===== config.mk =====
export PLATFORM = sky130hd
export DESIGN_NAME = arb_mux_n
export DESIGN_NICKNAME = d
export VERILOG_FILES = /design/src/rtl/arb_mux_n.sv
export SDC_FILE = /design/constraint.sdc
export NUM_CORES = 1
export LEC_CHECK = 0
export ABC_AREA = 1
export CAP_MARGIN = 10
export CORE_AREA = 2 2 130 132
export CTS_BUF_LIST = sky130_fd_sc_hd__clkbuf_16
export DETAILED_ROUTE_END_ITERATION = 8
export DIE_AREA = 0 0 132 134
export PLACE_DENSITY = 0.74
export SYNTH_ARGS = -nofsm -noshare
export SYNTH_HDL_FRONTEND = slang
export SYNTH_SLANG_ARGS = --single-unit
export TNS_END_PERCENT = 5

===== constraint.sdc =====
create_clock -name clk -period 2.6 [get_ports clk]
set_clock_uncertainty 0.1 [all_clocks]
set_input_delay 0.26 -clock clk [delete_from_list [all_inputs] [get_ports clk]]
set_output_delay 0.26 -clock clk [all_outputs]
set_load 0.01 [all_outputs]

===== src/rtl/arb_mux_n.sv =====
// N-way round-robin arbitrating mux with valid/ready on every channel and a
// one-entry registered output; supports forcing the selection from control.
module arb_mux_n #(
  parameter int WIDTH = 64,
  parameter int N     = 4,
  parameter int SELW  = $clog2(N)
) (
  input  logic             clk,
  input  logic             reset_n,
  input  logic [WIDTH-1:0] in_data [N-1:0],
  input  logic [N-1:0]     in_valid,
  output logic [N-1:0]     in_ready,
  input  logic             force_en,
  input  logic [SELW-1:0]  force_sel,
  output logic [WIDTH-1:0] out_data,
  output logic [SELW-1:0]  out_sel,
  output logic             out_valid,
  input  logic             out_ready
);

  logic [SELW-1:0] ptr;
  logic [SELW-1:0] grant;
  logic [SELW-1:0] idx;
  logic            grant_valid;
  logic            load_en;

  assign load_en = !out_valid | out_ready;

  // Grant search; the descending loop lets the channel closest to ptr win last.
  always_comb begin
    grant       = '0;
    grant_valid = 1'b0;
    idx         = '0;
    if (load_en) begin
      if (force_en) begin
        if ((32'(force_sel) < N) && in_valid[force_sel]) begin
          grant       = force_sel;
          grant_valid = 1'b1;
        end
      end else begin
        for (int i = N - 1; i >= 0; i--) begin
          idx = SELW'((32'(ptr) + 32'(i)) % N);
          if (in_valid[idx]) begin
            grant       = idx;
            grant_valid = 1'b1;
          end
        end
      end
    end
  end

  always_comb begin
    in_ready = '0;
    for (int c = 0; c < N; c++) begin
      in_ready[c] = reset_n & grant_valid & (grant == SELW'(c));
    end
  end

  // Output register and pointer; forced grants leave the rotation untouched.
  always_ff @(posedge clk or negedge reset_n) begin
    if (!reset_n) begin
      out_data  <= '0;
      out_sel   <= '0;
      out_valid <= 1'b0;
      ptr       <= '0;
    end else if (load_en) begin
      if (grant_valid) begin
        out_data  <= in_data[grant];
        out_sel   <= grant;
        out_valid <= 1'b1;
        if (!force_en) begin
          ptr <= (32'(grant) == N - 1) ? '0 : grant + 1'b1;
        end
      end else begin
        out_valid <= 1'b0;
      end
    end
  end

endmodule

==> impl_metrics.env, run 1 <==
export IMPL_die_h_um=134
export IMPL_maxClockFrequency_ghz=0.403
export IMPL_synth_seq_cells=69
export IMPL_fin_area_sq_um=9220
export IMPL_placed_cells=1448
export IMPL_startpoint_type="register"
export IMPL_place_ws_ps=-185
export IMPL_irDropWorstVdd_uv=412
export IMPL_antenna_cells=0
export IMPL_root_buffer="clkbuf_16"
export IMPL_grt_pass1_wl_mm=32.8
export IMPL_die_w_um=132
export IMPL_grt_pass1_vias=6484
export IMPL_ctsHoldBuffers=0
export IMPL_postCtsSetupBuffers=0
export IMPL_layout_min_cycle_time_ps=2480
export IMPL_clk_latency_ps=330
export IMPL_post_dp_hpwl_mm=15.8
export IMPL_drt_total_wl_mm=21.0
export IMPL_drtAntennaViolNets=0
export IMPL_drv_slew=0
export IMPL_cts_max_level=3
export IMPL_clockBufferDepth=2
export IMPL_hold_path_class="in2async"
export IMPL_syn_nets=1197
export IMPL_start_util_pct=33.2
export IMPL_grt_ovfl_total=0
export IMPL_hold_slack_ps=75.9
export IMPL_avgRoutedWirePerCell_um=14.4
export IMPL_core_sq_um=16300
export IMPL_grt_usage_pct=23.4
export IMPL_crit_type="reg2out"
export IMPL_cts_reportedPaths_clkPinSlew_ps=60
export IMPL_design_die_area_sq_um=17700
export IMPL_antenna_found_initial=0
export IMPL_drive_gt1_share_pct=5.23
export IMPL_fin_ws_ps=117
export IMPL_relSlewSlack_pct=37.1
export IMPL_cts_tree="built"
export IMPL_power_w=0.00721
export IMPL_crit_fanout=5
export IMPL_place_gp_congestion=0.878
export IMPL_arrival_ps=2120
export IMPL_cts_buffers=9
export IMPL_drt_iter0_drc=256
export IMPL_syn_cell_area_sq_um=5400
export IMPL_ys_warn_count=0
export IMPL_rows=47
export IMPL_required_ps=2240
export IMPL_vias_per_cell=4.73
export IMPL_port_buffer_count=336
export IMPL_rsz0062_at_grt="yes"
export IMPL_cap_viol_max_count=0
export IMPL_vias=6922
export IMPL_num_io_pins=337
export IMPL_power_leakage_nw=4.34
export IMPL_drc=0
export IMPL_hold_viol_final=0
export IMPL_first_pass_iters=4
export IMPL_end_kind="primary output"
export IMPL_areaGrowthSynthToFinish_pct=70.7
export IMPL_final_nets=1506
export IMPL_yosysUniqueCellTypes=23
export IMPL_power_density_nw_per_um2=782
export IMPL_fin_cells=1464
export IMPL_synth_seq_area_share_pct=32.0
export IMPL_syn_avg_cell_area_sq_um=5.81
export IMPL_place_area_sq_um=8960
export IMPL_post_route_period_util_pct=95.5
export IMPL_outcome="completed"
export IMPL_clock_sinks=69
export IMPL_setup_viol=0
export IMPL_grt_max_degree=72
export IMPL_worst_slew_pin_slew_ps=943
export IMPL_syn_inst=930
## placed cells by master (no fill, tap or decap)
cell and count:
clkdlybuf4s50_1 331, nor2_1 324, nand3_1 197, nand2_1 175
inv_1 74, dfrtp_1 68, buf_4 21, clkbuf_16 9
inv_2 6, buf_12 6, clkinv_2 4, nand3_2 3
nand2_2 3, nor3_1 3, clkbuf_2 3, o21ai_1 2
o21ai_4 1, nor2_2 1, nand3b_1 1, o21ai_2 1
nand2_4 1, inv_4 1, nand3_4 1, a31oi_1 1
a21oi_4 1, o21ai_0 1, a21oi_1 1, ha_1 1
clkinvlp_4 1, buf_2 1, dfrtp_2 1
## synthesized netlist by cell type, drive strengths merged
| cell type | number | share of area (%) |
|---|---|---|
| nor2 | 325 | 23 |
| nand3 | 201 | 19 |
| nand2 | 179 | 13 |
| inv | 79 | 5.5 |
| dfrtp | 69 | 32 |
| buf | 48 | 5.7 |
| clkbuf | 16 | 1.1 |
| o21ai | 5 | 0.60 |
| nor3 | 3 | 0.28 |
| a21oi | 2 | 0.39 |
| a31oi | 1 | 0.12 |
| ha | 1 | 0.23 |
| nand3b | 1 | 0.14 |
## metal layers
metal / share of wire, % / wire (um) / vias up / global-route usage [%]
met2: 49 / 10300 / 287 / 41.1
met1: 39 / 8190 / 3107 / 26.5
met4: 3.2 / 682 / 0 / 9.84
met3: 8.9 / 1880 / 34 / 6.99
met5: 0 / 0 / - / 0
li1: - / - / 3494 / -
## metrics by stage
| step | TNS (ps) | util (%) |
|---|---|---|
| 6_report | 0 | 56.6 |
| 5_1_grt | -62.5 | 56.6 |
| 4_1_cts | 0 | 56.6 |
| 3_5_place_dp | -485 | 55.0 |
| 3_3_place_gp | -284 | 55.0 |
| 2_1_floorplan | 0 | - |
## report_power, final
part / internal (W) / total (W) / switching (W)
Combinational: 0.00199 / 0.00426 / 0.00227
Sequential: 0.00156 / 0.00186 / 0.000294
Clock: 0.000631 / 0.00109 / 0.000460
Total: 0.00419 / 0.00721 / 0.00302
## registers in the layout (all words and copies together) (netlist names)
name / flops
out_valid: 1
out_sel: 2
ptr: 2
out_data: 64
## cells by family (layout without fill, tap and decap cells)
group / count (synthesis) / count (layout) / synth area share, %
AOI/OAI and AO/OA: 8 / 8 / 1.11
adders and majority gates: 1 / 1 / 0.232
buffers and inverters: 143 / 457 / 12.3
DFF: 69 / 69 / 32.0
and+or+nand+nor: 709 / 709 / 54.4
## critical path, stage by stage (launching register included)
cell     delay, ps
dfrtp_2        440
buf_4          160
nand2_1        120
nand2_1         90
o21ai_1        140
inv_2           50
nand2_1         60
nand2_1         70
nand3_2        120
nand3_4        100
ha_1           210
inv_1           50
nor2_1          40
buf_2          140
## repair_timing
action	CTS	global route
pin swaps	0	1
gates resized for setup	8	11
cloned	0	0
endpoints found under the setup margin	4	4
## final timing paths
check	start	end	slack (ps)	cells after the start
max	ptr[0]	in_ready[0]	120	13
min	reset_n	out_sel[1]	80	2
max reg2reg	ptr[0]	out_data[48]	240	15
min reg2reg	out_data[3]	out_data[3]	400	2
max in group asynchronous	reset_n	ptr[0]	1660	2
min in group clk	out_data[3]	out_data[3]	400	2
## cell type report
| class | instances | area, sq um |
|---|---|---|
| clock buffer | 9 | 225 |
| clock inverter | 7 | 35.0 |
| fill | 1609 | 7070 |
| inverter | 79 | 299 |
| multi-input combinational | 718 | 3050 |
| sequential | 69 | 1730 |
| tap | 220 | 275 |
| timing repair buffer | 362 | 3610 |
Power figures use the tool's default switching activity.
==> run 2: changes to the inputs <==
--- a/config.mk
+++ b/config.mk
@@ -7,11 +7,13 @@
 export LEC_CHECK = 0
 export ABC_AREA = 1
 export CAP_MARGIN = 10
-export CORE_AREA = 2 2 130 132
+export CELL_PAD_IN_SITES_DETAIL_PLACEMENT = 0
+export CELL_PAD_IN_SITES_GLOBAL_PLACEMENT = 1
+export CORE_MARGIN = 2
+export CORE_UTILIZATION = 24
 export CTS_BUF_LIST = sky130_fd_sc_hd__clkbuf_16
 export DETAILED_ROUTE_END_ITERATION = 8
-export DIE_AREA = 0 0 132 134
-export PLACE_DENSITY = 0.74
+export PLACE_DENSITY_LB_ADDON = 0.1
 export SYNTH_ARGS = -nofsm -noshare
 export SYNTH_HDL_FRONTEND = slang
 export SYNTH_SLANG_ARGS = --single-unit
==> run 2 against run 1 <==
Effect of this change: design area up 2.0%; via count shrank 3.5%; combinational power grew 2%; global-route usage is 4.4 points lower; register-to-register slack better by 40 ps.
==> impl_metrics.env, run 2 (synthesized netlist as in run 1, its figures left out) <==
export IMPL_outcome="completed"
export IMPL_fin_tns_setup_ps=0
export IMPL_drc=0
export IMPL_top_regs="out_data x64, out_sel x2, ptr x2"
export IMPL_final_cell_mix="clkdlybuf4s50_1 (331), nor2_1 (324), nand3_1 (198)"
export IMPL_layout_min_cycle_time_ps=2410
export IMPL_clock_sinks=69
export IMPL_cts_tree="built"
export IMPL_grt_pass1_vias=6275
export IMPL_crit_path_max_incr_delay_ps=450
export IMPL_grtUsageMet2_pct=32.1
export IMPL_fill_cells=2388
export IMPL_required_ps=2240
export IMPL_min_from="out_sel[1]"
export IMPL_antenna_found_initial=2
export IMPL_mostFrequentLayoutCell="clkdlybuf4s50_1"
export IMPL_grt_usage_pct=19.0
export IMPL_min_path_cells=2
export IMPL_final_nets=1512
export IMPL_hold_viol_final=0
export IMPL_setup_viol=0
export IMPL_grtUsageMet3_pct=6.48
export IMPL_die_h_um=154
export IMPL_vias=6677
export IMPL_cpMostUsedCell="nand2_1"
export IMPL_first_pass_iters=4
export IMPL_design_die_area_sq_um=23700
export IMPL_irDropWorstVdd_uv=398
export IMPL_clockBufferDepth=2
export IMPL_avgRoutedWirePerCell_um=15.1
export IMPL_postCtsSetupBuffers=0
export IMPL_post_route_period_util_pct=92.9
export IMPL_cts_reportedPaths_clkPinSlew_ps=60
export IMPL_drt_total_wl_mm=23.2
export IMPL_rows=54
export IMPL_cp_slowest_cell="dfrtp_2"
export IMPL_worstSetupStartpoint="ptr[0]"
export IMPL_crit_buf_inv=5
export IMPL_rsz0062_at_grt="yes"
export IMPL_port_buffer_count=336
export IMPL_grt_ovfl_total=0
export IMPL_grt_pass1_wl_mm=35.0
export IMPL_areaGrowthSynthToFinish_pct=74.0
export IMPL_cts_buffers=9
export IMPL_hold_path_class="reg2reg"
export IMPL_rr_startpoint="ptr[0]"
export IMPL_worst_slew_pin_slew_ps=620
export IMPL_end_kind="primary output"
export IMPL_largest_register="out_data"
export IMPL_place_gp_congestion=0.818
export IMPL_top_usage_layer="met2"
export IMPL_power_leakage_nw=4.38
export IMPL_crit_type="reg2out"
export IMPL_cts_max_level=3
export IMPL_cp_depth=12
export IMPL_drv_slew=0
export IMPL_reg2reg_depth=15
export IMPL_core_sq_um=22000
export IMPL_relSlewSlack_pct=58.6
export IMPL_die_w_um=154
export IMPL_drive_gt1_share_pct=5.44
export IMPL_drt_iter0_drc=320
export IMPL_power_density_nw_per_um2=787
export IMPL_grt_max_degree=69
export IMPL_startpoint_type="register"
export IMPL_fin_util_pct=42.8
export IMPL_arrival_ps=2050
export IMPL_drtAntennaViolNets=0
export IMPL_cap_viol_max_count=0
export IMPL_num_io_pins=337
export IMPL_crit_fanout=7
export IMPL_root_buffer="clkbuf_16"
export IMPL_post_dp_hpwl_mm=17.4
export IMPL_grtUsageMet1_pct=22.7
export IMPL_path_cells="buf_12, o21ai_4, nand2_1, buf_4, nand2_1, nand2_1, a21oi_4, inv_2, ha_1, inv_1, nor2_1, clkbuf_2"
export IMPL_cp_top_family="buffers and inverters"
export IMPL_clk_latency_ps=330
export IMPL_start_util_pct=24.6
export IMPL_vias_per_cell=4.36
export IMPL_maxClockFrequency_ghz=0.414
export IMPL_largest_register_ffs=64
-- run 2: cell count changes in the layout (fill, tap and decap cells not counted), moves of 2 or more --
cell and change:
buf_4 +2, clkinv_2 -2, inv_1 -2, diode_2 +2, clkinv_1 +2, buf_12 +3
-- run 2: layout make-up --
class | count | area, sq um | share of cell area, %
sequential | 69 | 1730 | 18.4
inverter | 79 | 299 | 3.18
clock buffer | 9 | 225 | 2.40
tap | 280 | 350 | 3.73
multi-input combinational | 718 | 3040 | 32.3
timing repair buffer | 368 | 3700 | 39.3
clock inverter | 6 | 55.1 | 0.586
antenna | 2 | 5.00 | 0.0532
-- run 2: metal layers --
| layer | part of all wire (%) | wire length (um) |
|---|---|---|
| met3 | 9.1 | 2110 |
| met2 | 48 | 11000 |
| met4 | 1.5 | 340 |
| met1 | 42 | 9710 |
| met5 | 0 | 0 |
-- run 2: where the power goes --
group / internal, W / leakage, nW / switching, W / total, W
Clock: 0.000727 / 0.136 / 0.000480 / 0.00121
Sequential: 0.00156 / 0.766 / 0.000277 / 0.00184
Combinational: 0.00205 / 3.48 / 0.00230 / 0.00435
-- run 2: through the flow --
| stage | total power (W) | setup WS, ps | area [sq um] | hold WS (ps) | cells |
|---|---|---|---|---|---|
| finish | 0.00740 | 185 | 9400 | 379 | 1531 |
| global route | 0.00801 | -8.20 | 9400 | 398 | 1530 |
| CTS | 0.00753 | 7.58 | 9410 | 383 | 1529 |
| detailed placement | 0.00626 | -115 | 9110 | 248 | 1513 |
| global placement | 0.00625 | -112 | 9110 | 255 | 1513 |
| floorplan | 0.00407 | 436 | 5400 | -136 | 930 |
-- run 2: worst min-delay path, stage by stage, from the launching register on --
cell     delay [ps]
dfrtp_1         340
nand2_1          50
nand2_1          60
-- run 2: final timing paths --
| kind | end | slack, ps |
|---|---|---|
| min in group asynchronous | out_data[52] | 410 |
| worst max-delay path | in_ready[0] | 190 |
| worst min-delay path | out_sel[1] | 380 |
| max in group asynchronous | ptr[0] | 1000 |
| worst min register to register | out_sel[1] | 380 |
| worst max register to register | out_data[4] | 280 |
-- run 2: timing repair --
item | 4_1_cts | 5_1_grt
gates cloned | 0 | 0
hold buffers | 1 | 0
resized for setup | 8 | 9
hold endpoints to repair | 25 | 0
endpoints found under the setup margin | 4 | 6
==> run 3: changes to the inputs <==
--- a/config.mk
+++ b/config.mk
@@ -13,7 +13,7 @@
 export CORE_UTILIZATION = 24
 export CTS_BUF_LIST = sky130_fd_sc_hd__clkbuf_16
 export DETAILED_ROUTE_END_ITERATION = 8
-export PLACE_DENSITY_LB_ADDON = 0.1
+export PLACE_DENSITY = 0.85
 export SYNTH_ARGS = -nofsm -noshare
 export SYNTH_HDL_FRONTEND = slang
 export SYNTH_SLANG_ARGS = --single-unit
==> run 3 against run 2 <==
Effect of this change: worst setup slack got worse by 80 ps; largest power group unchanged; via count increased by 3.6%; register-to-register slack got worse by 80 ps; clock-buffer cell count did not move; sequential cell count unchanged; first-iteration DRC count rose by 15%; highest routed layer unchanged; largest cell class unchanged; core utilization is 0.20 points higher; worst hold slack worse by 210 ps; total power grew 0.75%; die area did not move; sequential share of layout area shrank 0.099 points.
==> impl_metrics.env, run 3 (synthesized netlist as in run 1, its figures left out) <==
export IMPL_outcome="completed"
export IMPL_grt_ovfl_total=0
export IMPL_crit_fanout=7
export IMPL_port_buffer_count=336
export IMPL_irDropWorstVdd_uv=462
export IMPL_rows=54
export IMPL_top_regs="out_data x64, out_sel x2, ptr x2"
export IMPL_drtAntennaViolNets=0
export IMPL_first_pass_iters=6
export IMPL_place_area_sq_um=9100
export IMPL_drc=0
export IMPL_root_buffer="clkbuf_16"
export IMPL_end_kind="primary output"
export IMPL_areaGrowthSynthToFinish_pct=74.8
export IMPL_hold_viol_final=0
export IMPL_power_density_nw_per_um2=789
export IMPL_cts_max_level=3
export IMPL_start_util_pct=24.6
export IMPL_drive_gt1_share_pct=5.98
export IMPL_power_w=0.00745
export IMPL_required_ps=2240
export IMPL_largest_register_ffs=64
export IMPL_cap_viol_max_count=0
export IMPL_power_leakage_nw=4.43
export IMPL_cts_reportedPaths_clkPinSlew_ps=60
export IMPL_vias_per_cell=4.51
export IMPL_num_io_pins=337
export IMPL_hold_path_class="in2async"
export IMPL_design_die_area_sq_um=23700
export IMPL_grt_pass1_wl_mm=34.8
export IMPL_mostFrequentLayoutCell="clkdlybuf4s50_1"
export IMPL_fin_area_sq_um=9440
export IMPL_drt_iter0_drc=367
export IMPL_r2r_slack_ps=200
export IMPL_clk_latency_ps=330
export IMPL_grt_usage_pct=18.6
export IMPL_die_w_um=154
export IMPL_r2r_end="out_data[56]"
export IMPL_arrival_ps=2140
export IMPL_cts_buffers=9
export IMPL_fin_cells=1535
export IMPL_die_h_um=154
export IMPL_worstSetupStartpoint="ptr[0]"
export IMPL_largest_register="out_data"
export IMPL_worst_slew_pin_slew_ps=947
export IMPL_layout_min_cycle_time_ps=2500
export IMPL_avgRoutedWirePerCell_um=14.8
export IMPL_rr_startpoint="ptr[0]"
export IMPL_crit_type="reg2out"
export IMPL_startpoint_type="register"
export IMPL_rsz0062_at_grt="yes"
export IMPL_final_nets=1516
export IMPL_fill_cells=2344
export IMPL_post_dp_hpwl_mm=17.0
export IMPL_final_cell_mix="clkdlybuf4s50_1 (331), nor2_1 (324), nand3_1 (196)"
export IMPL_place_gp_congestion=0.800
export IMPL_vias=6916
export IMPL_clock_sinks=69
export IMPL_drv_slew=0
export IMPL_drt_total_wl_mm=22.8
export IMPL_cts_tree="built"
export IMPL_crit_path_end="in_ready[1]"
export IMPL_post_route_period_util_pct=96.0
export IMPL_antenna_found_initial=1
export IMPL_grt_pass1_vias=6656
export IMPL_maxClockFrequency_ghz=0.401
export IMPL_grt_max_degree=67
export IMPL_core_sq_um=22000
export IMPL_reg2reg_depth=15
export IMPL_setup_viol=0
export IMPL_placed_cells=1516
export IMPL_relSlewSlack_pct=36.9
export IMPL_clockBufferDepth=2
==> run 3: cell types whose count changed in the layout (fill, tap and decap cells not counted), moves of 2 or more <==
cell / before / now
buf_6: 0 / 2
nand2_2: 3 / 6
nand3_2: 2 / 4
buf_4: 23 / 27
buf_12: 9 / 5
clkinv_1: 2 / 0
nand2_1: 175 / 172
inv_1: 72 / 75
nand3_1: 198 / 196
buf_16: 0 / 2
==> run 3: metrics by stage <==
step	utilization [%]	setup slack [ps]	hold WS, ps	TNS (ps)
4_1_cts	42.8	12.3	149	0
3_5_place_dp	41.5	-122	-28.3	-1830
6_report	43.0	105	164	0
3_3_place_gp	41.5	-105	-29.3	-467
5_1_grt	43.0	-25.8	160	-63.5
2_1_floorplan	-	436	-136	0
==> run 3: area by class of cell <==
class                      count  area, sq um  share of cell area [%]
sequential                    69         1730                    18.3
clock inverter                 7         60.1                   0.636
clock buffer                   9          225                    2.39
antenna                        1         2.50                  0.0265
tap                          280          350                    3.71
inverter                      79          299                    3.17
multi-input combinational    718         3050                    32.3
timing repair buffer         372         3730                    39.5
==> run 3: worst min path at each step <==
stage	from	end	slack, ps	depth (start not counted)
detailed placement	reset_n	out_data[14]	-30	1
global placement	reset_n	out_data[11]	-30	1
CTS	reset_n	out_data[14]	150	2
global route	reset_n	out_data[14]	160	2
finish	reset_n	out_data[14]	160	2
floorplan	reset_n	out_data[0]	-140	0
==> run 3: timing repair <==
item	CTS	global route
pin swaps	0	1
gates resized for setup	5	19
buffers inserted	0	1
endpoints found under the hold margin	3	0
hold buffers	1	0
gates cloned	0	0
endpoints found under the setup margin	4	24
==> run 3: critical path, cell delays in order (launching register included) <==
cell and delay [ps]:
dfrtp_1 430, buf_12 150, nand2_1 60, nand2_2 70, nor2_2 130, nand3_1 90, nand2_1 80, nand2_2 60
nand2_4 90, a21oi_4 40, buf_4 140, buf_4 160, nor3_1 130, clkbuf_2 160
==> run 3: layer usage <==
layer | share of wire [%] | track usage [%] | vias to the layer above
met5 | 0 | 0 | -
met2 | 48 | 33.0 | 284
met4 | 2.1 | 6.36 | 0
met3 | 8.6 | 5.24 | 23
li1 | - | - | 3516
met1 | 42 | 21.4 | 3093
==> run 3: power by group <==
part,internal [W],switching (W),total (W)
Sequential,0.00156,0.000287,0.00185
Clock,0.000731,0.000490,0.00122
Combinational,0.00207,0.00231,0.00438
Total,0.00436,0.00309,0.00745
